## config.mk

```make
export PLATFORM = sky130hd
export DESIGN_NAME = fpu_addsub_param_flat
export DESIGN_NICKNAME = d
export VERILOG_FILES = /design/src/rtl/fpu_addsub_param_if.sv /design/src/rtl/fpu_addsub_param.sv /design/src/flat_wrapper.sv
export SDC_FILE = /design/constraint.sdc
export NUM_CORES = 1
export LEC_CHECK = 0
export BUFFER_PORTS_ARGS = -buffer_cell sky130_fd_sc_hd__buf_4
export CELL_PAD_IN_SITES_DETAIL_PLACEMENT = 1
export CELL_PAD_IN_SITES_GLOBAL_PLACEMENT = 1
export CORE_MARGIN = 2
export CORE_UTILIZATION = 48
export CTS_CLUSTER_SIZE = 8
export DETAILED_ROUTE_END_ITERATION = 6
export MAX_ROUTING_LAYER = met4
export PLACE_DENSITY = 0.85
export SYNTH_ARGS = -nofsm -noshare
export SYNTH_HDL_FRONTEND = slang
export SYNTH_SLANG_ARGS = --single-unit
```

## constraint.sdc

```tcl
create_clock -name clk -period 23 [get_ports clk]
set_clock_uncertainty 0.05 [all_clocks]
set_input_delay 0 -clock clk [delete_from_list [all_inputs] [get_ports clk]]
set_output_delay 0 -clock clk [all_outputs]
set_load 0.01 [all_outputs]
```

## src/rtl/fpu_addsub_param_if.sv

```systemverilog
// rtl/fpu_addsub_param_if.sv - start/ready request and result bus of the parametrised FP add/sub unit
interface fpu_addsub_param_if #(
    parameter int EXP_W = 8,
    parameter int MAN_W = 23
);
    logic                   start;
    logic                   op;
    logic [EXP_W+MAN_W:0]   A;
    logic [EXP_W+MAN_W:0]   B;
    logic                   ready;
    logic                   done;
    logic [EXP_W+MAN_W:0]   C;
    logic                   overflow;
    logic                   invalid;
    logic                   inexact;

    modport master (
        output start, op, A, B,
        input  ready, done, C, overflow, invalid, inexact
    );

    modport slave (
        input  start, op, A, B,
        output ready, done, C, overflow, invalid, inexact
    );
endinterface

```

## src/rtl/fpu_addsub_param.sv

```systemverilog
// rtl/fpu_addsub_param.sv - multi-cycle FP add/sub, 7-state FSM; FPU_RNE_EN selects round-to-nearest-even over truncation
module fpu_addsub_param #(
    parameter int EXP_W = 8,
    parameter int MAN_W = 23
) (
    input  logic              clk,
    input  logic              rst,
    fpu_addsub_param_if.slave bus
);
    localparam int W  = 1 + EXP_W + MAN_W;
    localparam int SW = MAN_W + 4;           // hidden + fraction + guard/round/sticky
    localparam int EW = EXP_W + 8;           // working exponent, two's complement, room for lzc underflow
    localparam logic [EXP_W-1:0] EXP_ONES = '1;
    localparam logic [EW-1:0]    EMAX     = {{(EW-EXP_W){1'b0}}, {EXP_W{1'b1}}};
    localparam logic [EW-1:0]    ONE_E    = 1;
    localparam logic [MAN_W+1:0] ONE_M    = 1;
    localparam logic [W-1:0]     QNAN     = {1'b0, {EXP_W{1'b1}}, 1'b1, {(MAN_W-1){1'b0}}};

    typedef enum logic [2:0] {S_IDLE, S_UNPACK, S_ALIGN, S_OP, S_NORM, S_ROUND, S_PACK} state_t;
    state_t state_q, state_d;

    logic [W-1:0]     a_q, b_q, spec_c_q, rc_q, c_q;
    logic             op_q, sa_q, sb_q, spec_q, spec_inv_q, sign_q, zero_q, wi_q, rovf_q, rinx_q;
    logic             ovf_q, inv_q, inx_q, done_q;
    logic [EXP_W-1:0] ea_q, eb_q;
    logic [SW-1:0]    ma_q, mb_q, m_q;
    logic [SW:0]      sum_q;
    logic [EW-1:0]    e_q;

    // Right shift that folds every shifted-out bit into the sticky LSB; d >= SW leaves only sticky
    function automatic logic [SW-1:0] shr_sticky(input logic [SW-1:0] m, input logic [EXP_W-1:0] d);
        logic [SW-1:0] mask;
        mask = ~({SW{1'b1}} << d);
        return (m >> d) | {{(SW-1){1'b0}}, |(m & mask)};
    endfunction

    function automatic logic [EW-1:0] clz(input logic [SW-1:0] v);
        logic [EW-1:0] n;
        logic          found;
        n     = '0;
        found = 1'b0;
        for (int i = SW - 1; i >= 0; i--) begin
            if (!found) begin
                if (v[i]) found = 1'b1;
                else      n = n + ONE_E;
            end
        end
        return n;
    endfunction

    // Stage arithmetic; each state's always_ff branch captures only its own stage's results
    logic             u_sa, u_sb, u_za, u_zb, u_nan_a, u_nan_b, u_inf_a, u_inf_b, u_spec, u_inv;
    logic [EXP_W-1:0] u_ea, u_eb;
    logic [SW-1:0]    u_ma, u_mb, al_ma, al_mb, n_m;
    logic [W-1:0]     u_spec_c, r_c;
    logic [EW-1:0]    al_e, n_e, lz, r_e;
    logic [SW:0]      o_sum;
    logic             o_sign, n_zero, n_inx, r_ovf, r_inx;
    logic [MAN_W+1:0] mant;

    // Unpack, align, add/subtract, normalise and round datapath
    always_comb begin
        u_sa     = a_q[W-1];
        u_sb     = b_q[W-1] ^ op_q;
        u_ea     = a_q[W-2:MAN_W];
        u_eb     = b_q[W-2:MAN_W];
        u_za     = (u_ea == '0);
        u_zb     = (u_eb == '0);
        u_ma     = u_za ? '0 : {1'b1, a_q[MAN_W-1:0], 3'b000};
        u_mb     = u_zb ? '0 : {1'b1, b_q[MAN_W-1:0], 3'b000};
        u_nan_a  = (u_ea == EXP_ONES) && (a_q[MAN_W-1:0] != '0);
        u_nan_b  = (u_eb == EXP_ONES) && (b_q[MAN_W-1:0] != '0);
        u_inf_a  = (u_ea == EXP_ONES) && (a_q[MAN_W-1:0] == '0);
        u_inf_b  = (u_eb == EXP_ONES) && (b_q[MAN_W-1:0] == '0);
        u_spec   = 1'b1;
        u_inv    = 1'b0;
        u_spec_c = '0;
        if (u_nan_a || u_nan_b || (u_inf_a && u_inf_b && (u_sa != u_sb))) begin
            u_spec_c = QNAN;
            u_inv    = 1'b1;
        end else if (u_inf_a) begin
            u_spec_c = {u_sa, EXP_ONES, {MAN_W{1'b0}}};
        end else if (u_inf_b) begin
            u_spec_c = {u_sb, EXP_ONES, {MAN_W{1'b0}}};
        end else if (u_za && u_zb) begin
            u_spec_c = {u_sa & u_sb, {(W-1){1'b0}}};
        end else begin
            u_spec   = 1'b0;
        end

        // the operand with the smaller exponent is the one shifted
        if (ea_q >= eb_q) begin
            al_ma = ma_q;
            al_mb = shr_sticky(mb_q, ea_q - eb_q);
            al_e  = {{(EW-EXP_W){1'b0}}, ea_q};
        end else begin
            al_ma = shr_sticky(ma_q, eb_q - ea_q);
            al_mb = mb_q;
            al_e  = {{(EW-EXP_W){1'b0}}, eb_q};
        end

        if (sa_q == sb_q) begin
            o_sum  = {1'b0, ma_q} + {1'b0, mb_q};
            o_sign = sa_q;
        end else if (ma_q > mb_q) begin
            o_sum  = {1'b0, ma_q - mb_q};
            o_sign = sa_q;
        end else if (mb_q > ma_q) begin
            o_sum  = {1'b0, mb_q - ma_q};
            o_sign = sb_q;
        end else begin
            o_sum  = '0;
            o_sign = 1'b0;
        end

        lz     = clz(sum_q[SW-1:0]);
        n_m    = '0;
        n_e    = e_q;
        n_zero = 1'b0;
        n_inx  = 1'b0;
        if (sum_q[SW]) begin
            n_m = sum_q[SW:1] | {{(SW-1){1'b0}}, sum_q[0]};
            n_e = e_q + ONE_E;
        end else if (sum_q == '0) begin
            n_zero = 1'b1;
        end else begin
            n_m = sum_q[SW-1:0] << lz;
            n_e = e_q - lz;
            if (n_e[EW-1] || (n_e == '0)) begin
                n_m    = '0;
                n_zero = 1'b1;
                n_inx  = 1'b1;
            end
        end

        r_inx = wi_q | (|m_q[2:0]);
        r_ovf = 1'b0;
        mant  = {1'b0, m_q[SW-1:3]};
`ifdef FPU_RNE_EN
        if (m_q[2] & (m_q[1] | m_q[0] | m_q[3])) mant = mant + ONE_M;
`endif
        r_e = e_q;
        if (mant[MAN_W+1]) begin
            mant = mant >> 1;
            r_e  = e_q + ONE_E;
        end
        if (zero_q) begin
            r_c = {sign_q, {(W-1){1'b0}}};
        end else if (!r_e[EW-1] && (r_e >= EMAX)) begin
            r_ovf = 1'b1;
            r_inx = 1'b1;
`ifdef FPU_RNE_EN
            r_c   = {sign_q, EXP_ONES, {MAN_W{1'b0}}};
`else
            r_c   = {sign_q, {(EXP_W-1){1'b1}}, 1'b0, {MAN_W{1'b1}}};
`endif
        end else begin
            r_c = {sign_q, r_e[EXP_W-1:0], mant[MAN_W-1:0]};
        end
    end

    // State register
    always_ff @(posedge clk or posedge rst) begin
        if (rst) state_q <= S_IDLE;
        else     state_q <= state_d;
    end

    // Next state: one cycle per stage, only IDLE waits on start
    always_comb begin
        state_d = state_q;
        unique case (state_q)
            S_IDLE:   if (bus.start) state_d = S_UNPACK;
            S_UNPACK: state_d = S_ALIGN;
            S_ALIGN:  state_d = S_OP;
            S_OP:     state_d = S_NORM;
            S_NORM:   state_d = S_ROUND;
            S_ROUND:  state_d = S_PACK;
            S_PACK:   state_d = S_IDLE;
            default:  state_d = S_IDLE;
        endcase
    end

    // Per-stage pipeline registers and the held result/flags
    always_ff @(posedge clk or posedge rst) begin
        if (rst) begin
            a_q <= '0; b_q <= '0; op_q <= 1'b0;
            sa_q <= 1'b0; sb_q <= 1'b0; ea_q <= '0; eb_q <= '0; ma_q <= '0; mb_q <= '0;
            spec_q <= 1'b0; spec_c_q <= '0; spec_inv_q <= 1'b0;
            e_q <= '0; sum_q <= '0; sign_q <= 1'b0; m_q <= '0; zero_q <= 1'b0; wi_q <= 1'b0;
            rc_q <= '0; rovf_q <= 1'b0; rinx_q <= 1'b0;
            c_q <= '0; ovf_q <= 1'b0; inv_q <= 1'b0; inx_q <= 1'b0; done_q <= 1'b0;
        end else begin
            done_q <= 1'b0;
            unique case (state_q)
                S_IDLE: if (bus.start) begin
                    a_q   <= bus.A;
                    b_q   <= bus.B;
                    op_q  <= bus.op;
                    ovf_q <= 1'b0;
                    inv_q <= 1'b0;
                    inx_q <= 1'b0;
                end
                S_UNPACK: begin
                    sa_q <= u_sa; sb_q <= u_sb; ea_q <= u_ea; eb_q <= u_eb;
                    ma_q <= u_ma; mb_q <= u_mb;
                    spec_q <= u_spec; spec_c_q <= u_spec_c; spec_inv_q <= u_inv;
                end
                S_ALIGN: begin ma_q <= al_ma; mb_q <= al_mb; e_q <= al_e; end
                S_OP:    begin sum_q <= o_sum; sign_q <= o_sign; end
                S_NORM:  begin m_q <= n_m; e_q <= n_e; zero_q <= n_zero; wi_q <= n_inx; end
                S_ROUND: begin rc_q <= r_c; rovf_q <= r_ovf; rinx_q <= r_inx; end
                S_PACK: begin
                    c_q    <= spec_q ? spec_c_q : rc_q;
                    ovf_q  <= !spec_q && rovf_q;
                    inv_q  <= spec_q && spec_inv_q;
                    inx_q  <= !spec_q && rinx_q;
                    done_q <= 1'b1;
                end
                default: ;
            endcase
        end
    end

    assign bus.ready    = (state_q == S_IDLE);
    assign bus.done     = done_q;
    assign bus.C        = c_q;
    assign bus.overflow = ovf_q;
    assign bus.invalid  = inv_q;
    assign bus.inexact  = inx_q;
endmodule

```

## src/flat_wrapper.sv

```systemverilog
// flat-port wrapper written by rule: the top's interface ports become plain ports
module fpu_addsub_param_flat 
#(
    parameter int EXP_W = 8,
    parameter int MAN_W = 23
)
  (clk, rst, bus_start, bus_op, bus_A, bus_B, bus_ready, bus_done, bus_C, bus_overflow, bus_invalid, bus_inexact);
  fpu_addsub_param_if #(.EXP_W(EXP_W), .MAN_W(MAN_W)) bus_i ();
  input  logic clk;
  input  logic rst;
  input wire logic [$bits(bus_i.start)-1:0] bus_start;
  input wire logic [$bits(bus_i.op)-1:0] bus_op;
  input wire logic [$bits(bus_i.A)-1:0] bus_A;
  input wire logic [$bits(bus_i.B)-1:0] bus_B;
  output wire logic [$bits(bus_i.ready)-1:0] bus_ready;
  output wire logic [$bits(bus_i.done)-1:0] bus_done;
  output wire logic [$bits(bus_i.C)-1:0] bus_C;
  output wire logic [$bits(bus_i.overflow)-1:0] bus_overflow;
  output wire logic [$bits(bus_i.invalid)-1:0] bus_invalid;
  output wire logic [$bits(bus_i.inexact)-1:0] bus_inexact;
  assign bus_i.start = bus_start;
  assign bus_i.op = bus_op;
  assign bus_i.A = bus_A;
  assign bus_i.B = bus_B;
  assign bus_ready = bus_i.ready;
  assign bus_done = bus_i.done;
  assign bus_C = bus_i.C;
  assign bus_overflow = bus_i.overflow;
  assign bus_invalid = bus_i.invalid;
  assign bus_inexact = bus_i.inexact;
  fpu_addsub_param #(.EXP_W(EXP_W), .MAN_W(MAN_W)) u_core (.clk(clk), .rst(rst), .bus(bus_i));
endmodule
```

==> results.yml <==
worst_setup_path:
  cpPeakStageDelay_ns: 0.62
  worstPathRequired_ns: 23.45
  setup.worst_path.class: "flip-flop to flip-flop"
  crit_path_frequent_cell: "ha_1"
  startpoint_type: "flip-flop"
  crit_fanout: 27
  cp.arrival_ns: 22.04
  worstSetupEndpointType: "flip-flop"
  crit_path_top_delay_cell: "or4_4"
synth:
  synth_ff_type: "dfrtp_1"
  ys_async_sr_fraction_pct: 100
  yosysMostFrequentCell: "nand2_1"
  yosys-top-cells-count: "nand2_1, o21ai_0, nor2_1"
  synth_area_per_cell_sq_um: 7.65
  synth-seq-cells: 287
  ys_warn_count: 0
  synth_top_area_share_pct: 26.1
  yosysTopAreaCell: "dfrtp_1"
  syn_inst: 3600
  syn_area_sq_mm: 0.0275
  yosysSeqAreaShare_pct: 26.1
  yosysUniqueCellTypes: 107
  synth_area_leaders: "dfrtp_1, nand2_1, ha_1"
  synth_edf_count: 0
clock_tree:
  cts_buffer_depth: 3
  cts_tree: "done"
  htree_levels: 2
  cts-root-buf: "clkbuf_16"
  clk-insertion-delay-late_ns: 0.59
  cts_sinks: 287
  postCtsSetupRepairBufs: 0
  path_clk_slew_ns: 0.06
  numCtsBuffers: 42
route:
  wl_per_cell_um: 24.8
  num_vias: 28700
  wirelength_um: 109000
  via_per_inst: 6.55
  drt_iter0_drc: 2356
  drc: 0
  firstDrtPassIters: 7
  postRouteAntennaNets: 0
final_layout:
  fin_nets: 3830
  area_growth_pct: 11.5
  drive_gt1_share_pct: 10.9
  nFillCells: 6926
floorplanning:
  pin_count: 105
  chipHeight_um: 243
  core_area_sq_mm: 0.0565
  die_area_sq_mm: 0.0593
  fp-row-count: 87
  initial_core_util_pct: 48.7
  die_x_um: 243
timing:
  setup-violations-final: 0
  slew_headroom_pct: 14.2
  finalCritPeriodShare_pct: 93.9
  period_needed_ns: 21.59
  slew_viol_final: 0
  max_freq_mhz: 46.3
  final_hold_viol_count: 0
  setup_slack_ns: 1.41
  tightest_slew_ns: 1.27
global_routing:
  track_usage_pct: 37.0
  grt_pass1_vias: 29500
  grt_pass1_wl_um: 171000
  antenna_found_initial: 1
  grt_max_degree: 164
  grt_overflow: 0
place:
  dp_hpwl_um: 79200
  place.gp.congestion: 0.983
  port_buffers: 104
  place_ws_ns: 0.574
worst_hold_path:
  hp-class: "input port to asynchronous set/reset pin"
status:
  status: "finished, final reports clean"
job:
  maxCapViolations: 0
placed cells by master, fill, tap and decap left out, types with 39 or more instances in the layout:
master and n:
mux2i_1 86, dlygate4sd3_1 67, nand2_1 497, buf_4 151, a21o_1 41, nand3_1 80, dfrtp_1 287, nor4_1 39
a211oi_1 39, a31oi_1 44, o21ai_0 336, clkbuf_16 42, nor2_1 300, ha_1 131, a21oi_1 293, nor3_1 87
o21bai_1 40, mux2_2 75, nand2b_1 42, xnor2_1 94, inv_1 155
metrics by stage:
stage / cells / hold WS, ns / area [sq um] / util (%) / TNS, ns
finish: 4384 / 0.0856 / 30700 / 54.3 / 0
global placement: 4266 / 0.182 / 28800 / 51.0 / 0
floorplan: 3605 / 0.102 / 27500 / - / 0
global route: 4384 / 0.141 / 30700 / 54.3 / -0.0261
detailed placement: 4266 / 0.186 / 28800 / 51.0 / 0
CTS: 4383 / 0.108 / 30600 / 54.2 / 0
layer usage:
layer	track usage, %	wire, um
met2	62.1	53200
met1	44.0	44300
met4	18.3	6120
met5	-	0
met3	4.22	5350
logic make-up after synthesis:
logic type,synth area share (%)
fa+ha+maj,6.68
buf+inv,5.68
compound gates,26.1
xor+xnor,6.15
other cells,0.0136
mux,7.62
flops,26.1
simple gates,21.7
flip-flops by register name, indices dropped and copies added, names as in the netlist, 3 cells and up:
| name | count |
|---|---|
| u_core.a_q | 32 |
| u_core.b_q | 32 |
| u_core.bus.C | 32 |
| u_core.rc_q | 32 |
| u_core.sum_q | 28 |
| u_core.ma_q | 27 |
| u_core.mb_q | 27 |
| u_core.m_q | 26 |
| u_core.e_q | 16 |
| u_core.ea_q | 8 |
| u_core.eb_q | 8 |
| u_core.spec_c_q | 3 |
| u_core.state_q | 3 |
what timing repair did:
action,4_1_cts,5_1_grt
gates resized for setup,0,17
hold endpoints to repair,190,0
endpoints found under the setup margin,0,27
hold buffers,67,0
layout make-up:
class,count,area (sq um),area share (%)
diodes,1,2.50,0.00815
repair buffers,221,1850,6.02
clock inverters,4,61.3,0.200
well taps,756,946,3.08
multi-input cells,2908,19000,61.8
flip-flops and latches,287,7180,23.4
inverters,161,614,2.00
clock buffers,46,1090,3.54
worst max-delay path: cells and delay by family (launching register included):
kind | cells | cell delay, ns
simple gates | 29 | 4.65
xor+xnor | 3 | 0.56
mux | 8 | 1.65
flops | 1 | 0.44
compound gates | 33 | 5.33
buf+inv | 5 | 0.81
fa+ha+maj | 23 | 7.92
path summary, 6_finish.rpt:
path | startpoint | to | slack (ns) | depth (start not counted)
min in group clk | bus_A[5] | u_core.a_q[5]$_DFFE_PP0P_ | 0.12 | 3
worst min register to register | u_core.zero_q$_DFFE_PP0P_ | u_core.rc_q[23]$_DFFE_PP0N_ | 0.42 | 1
worst max register to register | u_core.sum_q[24]$_DFFE_PP0P_ | u_core.m_q[7]$_DFFE_PP0P_ | 1.41 | 101
worst max-delay path | u_core.sum_q[24]$_DFFE_PP0P_ | u_core.m_q[7]$_DFFE_PP0P_ | 1.41 | 101
max in group asynchronous | rst | u_core.ma_q[22]$_DFFE_PP0P_ | 21.34 | 4
worst min-delay path | rst | u_core.bus.C[31]$_DFFE_PP0P_ | 0.09 | 3
Power is not shown: default switching activity piles up to over one toggle a cycle in this logic, so the estimate is an artifact.
